## src/rtl/hazard_scoreboard.sv

```systemverilog
// Hazard unit: registered (A3, Tnew) scoreboard for E/M/W driving D stall, forwarding selects and HI/LO busy.
// Latency: stall, fwd_* and md_busy are combinational from registered state and D inputs (same cycle).
// Backpressure: stall freezes PC/D and bubbles E; M/W and the md counter advance regardless.
module hazard_scoreboard #(
    parameter int TW          = 3,
    parameter int MULT_CYCLES = 5,
    parameter int DIV_CYCLES  = 10,
    parameter int CW          = 4
) (
    input  logic          clk,
    input  logic          reset,
    input  logic [4:0]    D_rs,
    input  logic [4:0]    D_rt,
    input  logic [TW-1:0] D_Tuse_rs,
    input  logic [TW-1:0] D_Tuse_rt,
    input  logic [4:0]    D_A3,
    input  logic [TW-1:0] D_Tnew,
    input  logic          D_md_start,
    input  logic          D_md_is_div,
    input  logic          D_md_use,
    output logic          stall,
    output logic [1:0]    fwd_rs,
    output logic [1:0]    fwd_rt,
    output logic          md_busy
);

    logic [4:0]    e_a3, m_a3, w_a3;
    logic [TW-1:0] e_tnew, m_tnew, w_tnew;
    logic          e_md, e_div;
    logic [CW-1:0] cnt;

    logic stall_rs, stall_rt, stall_md;

    function automatic logic [TW-1:0] sat_dec(input logic [TW-1:0] x);
        return (x == '0) ? '0 : x - 1'b1;
    endfunction

    function automatic logic data_stall(input logic [4:0] r, input logic [TW-1:0] tuse,
                                        input logic [4:0] ea3, input logic [TW-1:0] etn,
                                        input logic [4:0] ma3, input logic [TW-1:0] mtn);
        logic s;
        s = 1'b0;
        if (r != 5'd0) begin
            if (r == ea3 && tuse < etn) s = 1'b1;
            if (r == ma3 && tuse < mtn) s = 1'b1;
        end
        return s;
    endfunction

    // Youngest matching stage decides; if it is not ready yet, read the regfile and let stall cover it.
    function automatic logic [1:0] fwd_sel(input logic [4:0] r,
                                           input logic [4:0] ea3, input logic [TW-1:0] etn,
                                           input logic [4:0] ma3, input logic [TW-1:0] mtn,
                                           input logic [4:0] wa3, input logic [TW-1:0] wtn);
        logic [1:0] f;
        f = 2'd0;
        if (r != 5'd0) begin
            if (r == ea3)      f = (etn == '0) ? 2'd1 : 2'd0;
            else if (r == ma3) f = (mtn == '0) ? 2'd2 : 2'd0;
            else if (r == wa3) f = (wtn == '0) ? 2'd3 : 2'd0;
        end
        return f;
    endfunction

    always_comb begin
        stall_rs = data_stall(D_rs, D_Tuse_rs, e_a3, e_tnew, m_a3, m_tnew);
        stall_rt = data_stall(D_rt, D_Tuse_rt, e_a3, e_tnew, m_a3, m_tnew);
        md_busy  = e_md | (cnt != '0);
        stall_md = D_md_use & md_busy;
        stall    = stall_rs | stall_rt | stall_md;
        fwd_rs   = fwd_sel(D_rs, e_a3, e_tnew, m_a3, m_tnew, w_a3, w_tnew);
        fwd_rt   = fwd_sel(D_rt, e_a3, e_tnew, m_a3, m_tnew, w_a3, w_tnew);
    end

    always_ff @(posedge clk or negedge reset) begin
        if (!reset) begin
            e_a3   <= '0;
            e_tnew <= '0;
            e_md   <= 1'b0;
            e_div  <= 1'b0;
            m_a3   <= '0;
            m_tnew <= '0;
            w_a3   <= '0;
            w_tnew <= '0;
            cnt    <= '0;
        end else begin
            if (stall) begin
                e_a3   <= '0;
                e_tnew <= '0;
                e_md   <= 1'b0;
                e_div  <= 1'b0;
            end else begin
                e_a3   <= D_A3;
                e_tnew <= D_Tnew;
                e_md   <= D_md_start;
                e_div  <= D_md_is_div;
            end
            m_a3   <= e_a3;
            m_tnew <= sat_dec(e_tnew);
            w_a3   <= m_a3;
            w_tnew <= sat_dec(m_tnew);
            // Reload on leaving E takes priority, so an op issued as cnt reaches 0 chains without a gap.
            if (e_md)
                cnt <= e_div ? CW'(DIV_CYCLES) : CW'(MULT_CYCLES);
            else if (cnt != '0)
                cnt <= cnt - 1'b1;
        end
    end

endmodule

```

## config.mk

```make
export PLATFORM = sky130hd
export DESIGN_NAME = hazard_scoreboard
export DESIGN_NICKNAME = d
export VERILOG_FILES = /design/src/rtl/hazard_scoreboard.sv
export SDC_FILE = /design/constraint.sdc
export NUM_CORES = 1
export LEC_CHECK = 0
export CAP_MARGIN = 20
export CELL_PAD_IN_SITES_DETAIL_PLACEMENT = 1
export CELL_PAD_IN_SITES_GLOBAL_PLACEMENT = 2
export CORE_ASPECT_RATIO = 1.4
export CORE_UTILIZATION = 34
export DETAILED_ROUTE_END_ITERATION = 16
export PLACE_DENSITY_LB_ADDON = 0.3
export SLEW_MARGIN = 10
export SYNTH_ARGS = -nofsm -noshare
export SYNTH_HDL_FRONTEND = slang
export SYNTH_SLANG_ARGS = --single-unit
export TNS_END_PERCENT = 30
```

## constraint.sdc

```tcl
create_clock -name clk -period 3.1 [get_ports clk]
set_input_delay 0.31 -clock clk [delete_from_list [all_inputs] [get_ports clk]]
set_output_delay 0.31 -clock clk [all_outputs]
set_load 0.03 [all_outputs]
```

==> metrics.yaml, run 1 <==
status: "completed"
period_share_pct: 90.63
die_x_um: 62.64
drive_gt1_share_pct: 8.636
max-vdd-ir-drop_uv: 277.7
fmax_mhz: 356.0
critPathBufInv: 2
drc: 0
hold_viol_final: 0
hold_class: "in2async"
first_iter_violations: 38
r2r_slack_ns: 1.06
nNetsFinal: 262
clk_pin_slew_worst_paths_ns: 0.06
cts_buffers: 5
setup_tns_ns: 0
p_per_area_mw_per_mm2: 611.1
post_cts_buffers: 0
cpMaxStageDelayCell: "clkdlybuf4s50_1"
final_antenna_net_count: 0
syn_area_mm2: 0.001750
synthCells: 177
fin_skew_ns: 0.003363
drv_slew: 0
grt_pass1_wl_um: 7424
cap_violations: 0
cts_buffer_depth: 2
start_util_pct: 35.60
yosysTopAreaCellShare_pct: 42.89
fin_crit_ns: 2.809
setup-violations-final: 0
die_area_mm2: 0.005443
postCtsHoldBufs: 0
clk_latency_ns: 0.28
synthToLayoutAreaGrowth_pct: 32.38
p_leak_nw: 1.035
fill_cells: 581
grt_max_degree: 31
grt.total_usage_pct: 18.11
tightest_slew_ns: 0.4465
crit_fanout: 4
yosysTopAreaCell: "dfrtp_1"
crit_family: "buffers and inverters"
power.total_w: 0.001416
core_area_mm2: 0.004917
ys_types: 31
synthTopCellsByArea: "dfrtp_1, ha_1, xor2_1"
crit_path_end_kind: "output port"
path_cells: "clkdlybuf4s50_1, xor2_1, nor2_1, a211oi_1, a31oi_1, a211oi_1, clkdlybuf4s50_1"
hpwl_um: 3719
grt_setup_unrepaired: "false"
cp.arrival_ns: 2.50
cp.required_ns: 2.79
wl_per_cell_um: 15.70
viasPerCell: 4.951
cts.sinks: 30
via_count: 1406
max_stage_delay_ns: 0.70
ys_seq_area_share_pct: 42.89
avgSynthCellArea_um2: 9.889
crit_type: "in2out"
tritoncts: "built"
htree_num_levels: 2
die_h_um: 86.90
synth_fp_nets: 220
port_buffers: 34
totalWireLength_um: 4458
grt_overflow: 0
place_congestion: 0.8452
antenna_found_initial: 0
cts_root_buffer: "clkbuf_8"
fp-row-count: 30
regArea_um2: 750.7
multiInputGateArea_um2: 945.9
io_pins: 35
slew-limit-headroom_pct: 70.00
first_pass_iters: 3
ys_seq_elements: 30
grt_pass1_vias: 1558
n_antenna_cell: 0
cp-start-kind: "input port"
ctsResizeCount: 0
yosysWarningCount: 0
==> through the flow <==
| step | cell area, µm² | std cells | hold WS [ns] | setup slack (ns) | utilization, % |
|---|---|---|---|---|---|
| after floorplan | 1750 | 177 | 0.01441 | 1.021 | - |
| after CTS | 2317 | 284 | 0.4301 | 0.2111 | 47.12 |
| after global routing | 2317 | 284 | 0.4563 | 0.1929 | 47.12 |
| after detailed placement | 2175 | 276 | 0.4310 | 0.2614 | 44.22 |
| final | 2317 | 284 | 0.4210 | 0.2906 | 47.12 |
| after global placement | 2175 | 276 | 0.4233 | 0.3143 | 44.22 |
==> registers in the layout (all words and copies together) (netlist names), 3 cells and up <==
name,cells
cnt,4
e_a3,5
e_tnew,3
m_a3,5
m_tnew,3
w_a3,5
w_tnew,3
==> worst paths after layout <==
path	from	to	depth (start not counted)
min reg2reg	m_a3[4]	w_a3[4]	0
min in group clk	m_a3[4]	w_a3[4]	0
max	D_rs[2]	fwd_rs[1]	7
max reg2reg	e_tnew[2]	e_tnew[2]	8
min	reset	w_tnew[2]	2
max in group asynchronous	reset	cnt[0]	2
==> synthesized netlist by cell type, drive strengths merged <==
cell,n
dfrtp,30
xor2,19
nand2,18
nor3,17
ha,14
xnor2,13
nor2,12
inv,8
a21oi,7
a31oi,5
nand3,5
nand2b,4
o21ai,4
a211oi,3
a21o,3
buf,3
or4,3
nand4,2
a211o,1
mux2i,1
nor2b,1
o211a,1
o211ai,1
o21a,1
or4b,1
==> per-layer routing <==
metal  share of wire, %  track usage, %  vias to the layer above
met5                  0               0                        -
met4               0.81           5.708                        0
met3                3.6           4.058                        4
met2                 56           34.29                       32
met1                 40           19.87                      678
li1                   -               -                      692
==> power by group <==
group / total [W] / internal, W / switching, W / leakage (nW)
sequential: 0.000533 / 0.000465 / 0.0000683 / 0.383
clock: 0.000485 / 0.000343 / 0.000143 / 0.0714
combinational: 0.000398 / 0.000186 / 0.000211 / 0.581
==> logic make-up after synthesis <==
logic type	after synthesis	synth area share, %
muxes	1	0.5719
adders and majority gates	14	10.01
DFF	30	42.89
buffers and inverters	11	3.074
AOI/OAI and AO/OA	26	9.722
xor gates and xnor gates	32	16.01
and+or+nand+nor	63	17.73
==> area by class of cell <==
type | count | area share (%)
clock buffers | 6 | 3.564
clock inverters | 2 | 2.592
inverters | 8 | 1.296
multi-input cells | 136 | 40.82
flip-flops and latches | 30 | 32.40
well taps | 64 | 3.456
repair buffers | 38 | 15.87
==> cells in the final DEF, fill, tap and decap left out, types with 4 or more instances in the layout <==
cell	instances
o21ai_0	4
dfrtp_1	30
buf_4	5
nor2_1	10
clkdlybuf4s50_1	33
xnor2_1	13
nand2_1	17
ha_1	14
nand2b_1	4
inv_1	8
a21oi_1	6
nand3_1	5
xor2_1	19
a31oi_1	5
nor3_1	17
clkbuf_8	6
Note: power is estimated with default switching activity, not from simulation.
==> run 2: changes to the inputs <==
CORE_UTILIZATION = 32   (was 34)
clock period = 2.6 ns   (was 3.1 ns; I/O delays follow)
==> run 2 against run 1 <==
Core utilization decreased by 3.0 points; via count increased by 2.0%; clock-buffer cell count is 1 higher; critical path type is now reg2out; combinational power increased by 20%; sequential share of layout area up 0.11 points; die area increased by 6.1%; first-iteration DRC count increased by 21%; largest power group unchanged; cell count grew 1.8%; sequential power rose by 20%; clock skew is 0.0018 ns higher; highest routed layer unchanged.
==> metrics.yaml, run 2 (same netlist as run 1, synthesis figures left out) <==
status: "completed"
antenna_found_initial: 0
cap_violations: 0
hpwl_um: 3752
power.total_w: 0.001563
fp-row-count: 31
endpoint: "md_busy"
place_inst: 281
p_per_area_mw_per_mm2: 676.8
tightest_slew_ns: 0.3953
htree_num_levels: 2
cts_buffer_depth: 2
cp.depth: 4
fmax_mhz: 408.5
fin_crit_ns: 2.448
grt_max_degree: 31
final_common_cell: "dfrtp_1"
crit_type: "reg2out"
r2r-end: "e_tnew[2]"
grt_pass1_wl_um: 7210
cp.arrival_ns: 2.19
drv_slew: 0
r2r_start: "e_tnew[2]"
cts_buffers: 5
grt_setup_unrepaired: "false"
stdcell_count: 289
crit_fanout: 9
setup-violations-final: 0
cp.required_ns: 2.34
period_share_pct: 94.15
viasPerCell: 4.962
via_count: 1434
synthToLayoutAreaGrowth_pct: 31.95
cts_root_buffer: "clkbuf_8"
first_pass_iters: 4
fill_cells: 609
max-vdd-ir-drop_uv: 381.3
port_buffers: 34
cts.sinks: 30
hold_class: "in2async"
rr_worst_depth: 8
clk_latency_ns: 0.27
r2r_slack_ns: 0.63
die_x_um: 64.51
cpMaxStageDelayCell: "clkdlybuf4s50_1"
totalWireLength_um: 4357
first_iter_violations: 46
clk_pin_slew_worst_paths_ns: 0.06
drive_gt1_share_pct: 10.76
die_h_um: 89.51
mostFrequentLayoutCells: "dfrtp_1, clkdlybuf4s50_1, xor2_1, nand2_1, nor3_1"
start_util_pct: 33.43
ctsResizeCount: 4
slew-limit-headroom_pct: 73.44
regArea_um2: 750.7
p_leak_nw: 1.049
nNetsFinal: 265
postCtsHoldBufs: 0
core_area_mm2: 0.005236
fin_skew_ns: 0.005152
crit_path_end_kind: "output port"
hold_ws_ns: 0.3736
startpoint: "cnt[1]"
path_cells: "inv_1, ha_1, or4b_1, clkdlybuf4s50_1"
crit_family: "buffers and inverters"
grt.total_usage_pct: 16.46
io_pins: 35
n_antenna_cell: 0
wl_per_cell_um: 15.08
critPathBufInv: 2
max_stage_delay_ns: 0.66
post_cts_buffers: 0
multiInputGateArea_um2: 955.9
grt_pass1_vias: 1522
final_antenna_net_count: 0
tritoncts: "built"
drc: 0
top_regs: "e_a3: 5 flops, m_a3: 5 flops, w_a3: 5 flops"
grt_overflow: 0
die_area_mm2: 0.005774
cp-start-kind: "register"
place_congestion: 0.8070
hold_viol_final: 0
## run 2: cell count changes in the layout (fill, tap and decap cells not counted)
cell	change
buf_4	+4
clkdlybuf4s50_1	-4
dlygate4sd2_1	+3
clkbuf_1	+2
nor3_1	-2
nor3_2	+2
bufinv_16	-1
clkbuf_8	-1
inv_1	-1
inv_2	+1
o21ai_0	-1
o21ai_1	+1
## run 2: metrics by stage
stage / TNS, ns / cell area (µm²) / utilization (%) / setup WS, ns
floorplan: 0 / 1750 / - / 0.5709
global placement: 0 / 2197 / 41.96 / 0.0008022
detailed placement: -0.1314 / 2197 / 41.96 / -0.07033
CTS: 0 / 2305 / 44.01 / 0.06987
global route: 0 / 2310 / 44.11 / 0.01437
finish: 0 / 2310 / 44.11 / 0.1521
## run 2: area by class of cell
cell class                 instances  share of cell area (%)
sequential                        30                   32.50
timing repair buffer              41                   16.63
tap                               66                   3.575
multi-input combinational        136                   41.39
inverter                           8                   1.300
clock buffer                       7                   3.304
clock inverter                     1                   1.300
## run 2: per-layer routing
layer  GRT usage [%]  wire length, µm
met3           2.934              126
met2           30.72             2371
met4           5.859               92
met5               0                0
met1           18.66             1767
## run 2: power breakdown
part / total, W / internal, W / switching, W
logic: 0.000476 / 0.000226 / 0.000250
registers: 0.000639 / 0.000554 / 0.0000845
clock network: 0.000448 / 0.000286 / 0.000162
total: 0.00156 / 0.00107 / 0.000497
## run 2: worst min-delay path by stage
stage                end  slack, ns  cells past startpoint
6_report       w_tnew[1]       0.37                      2
5_1_grt        w_tnew[1]       0.41                      2
4_1_cts        w_tnew[1]       0.39                      2
3_5_place_dp     w_a3[0]       0.43                      0
3_3_place_gp     w_a3[0]       0.43                      0
2_1_floorplan     cnt[0]      -0.04                      0
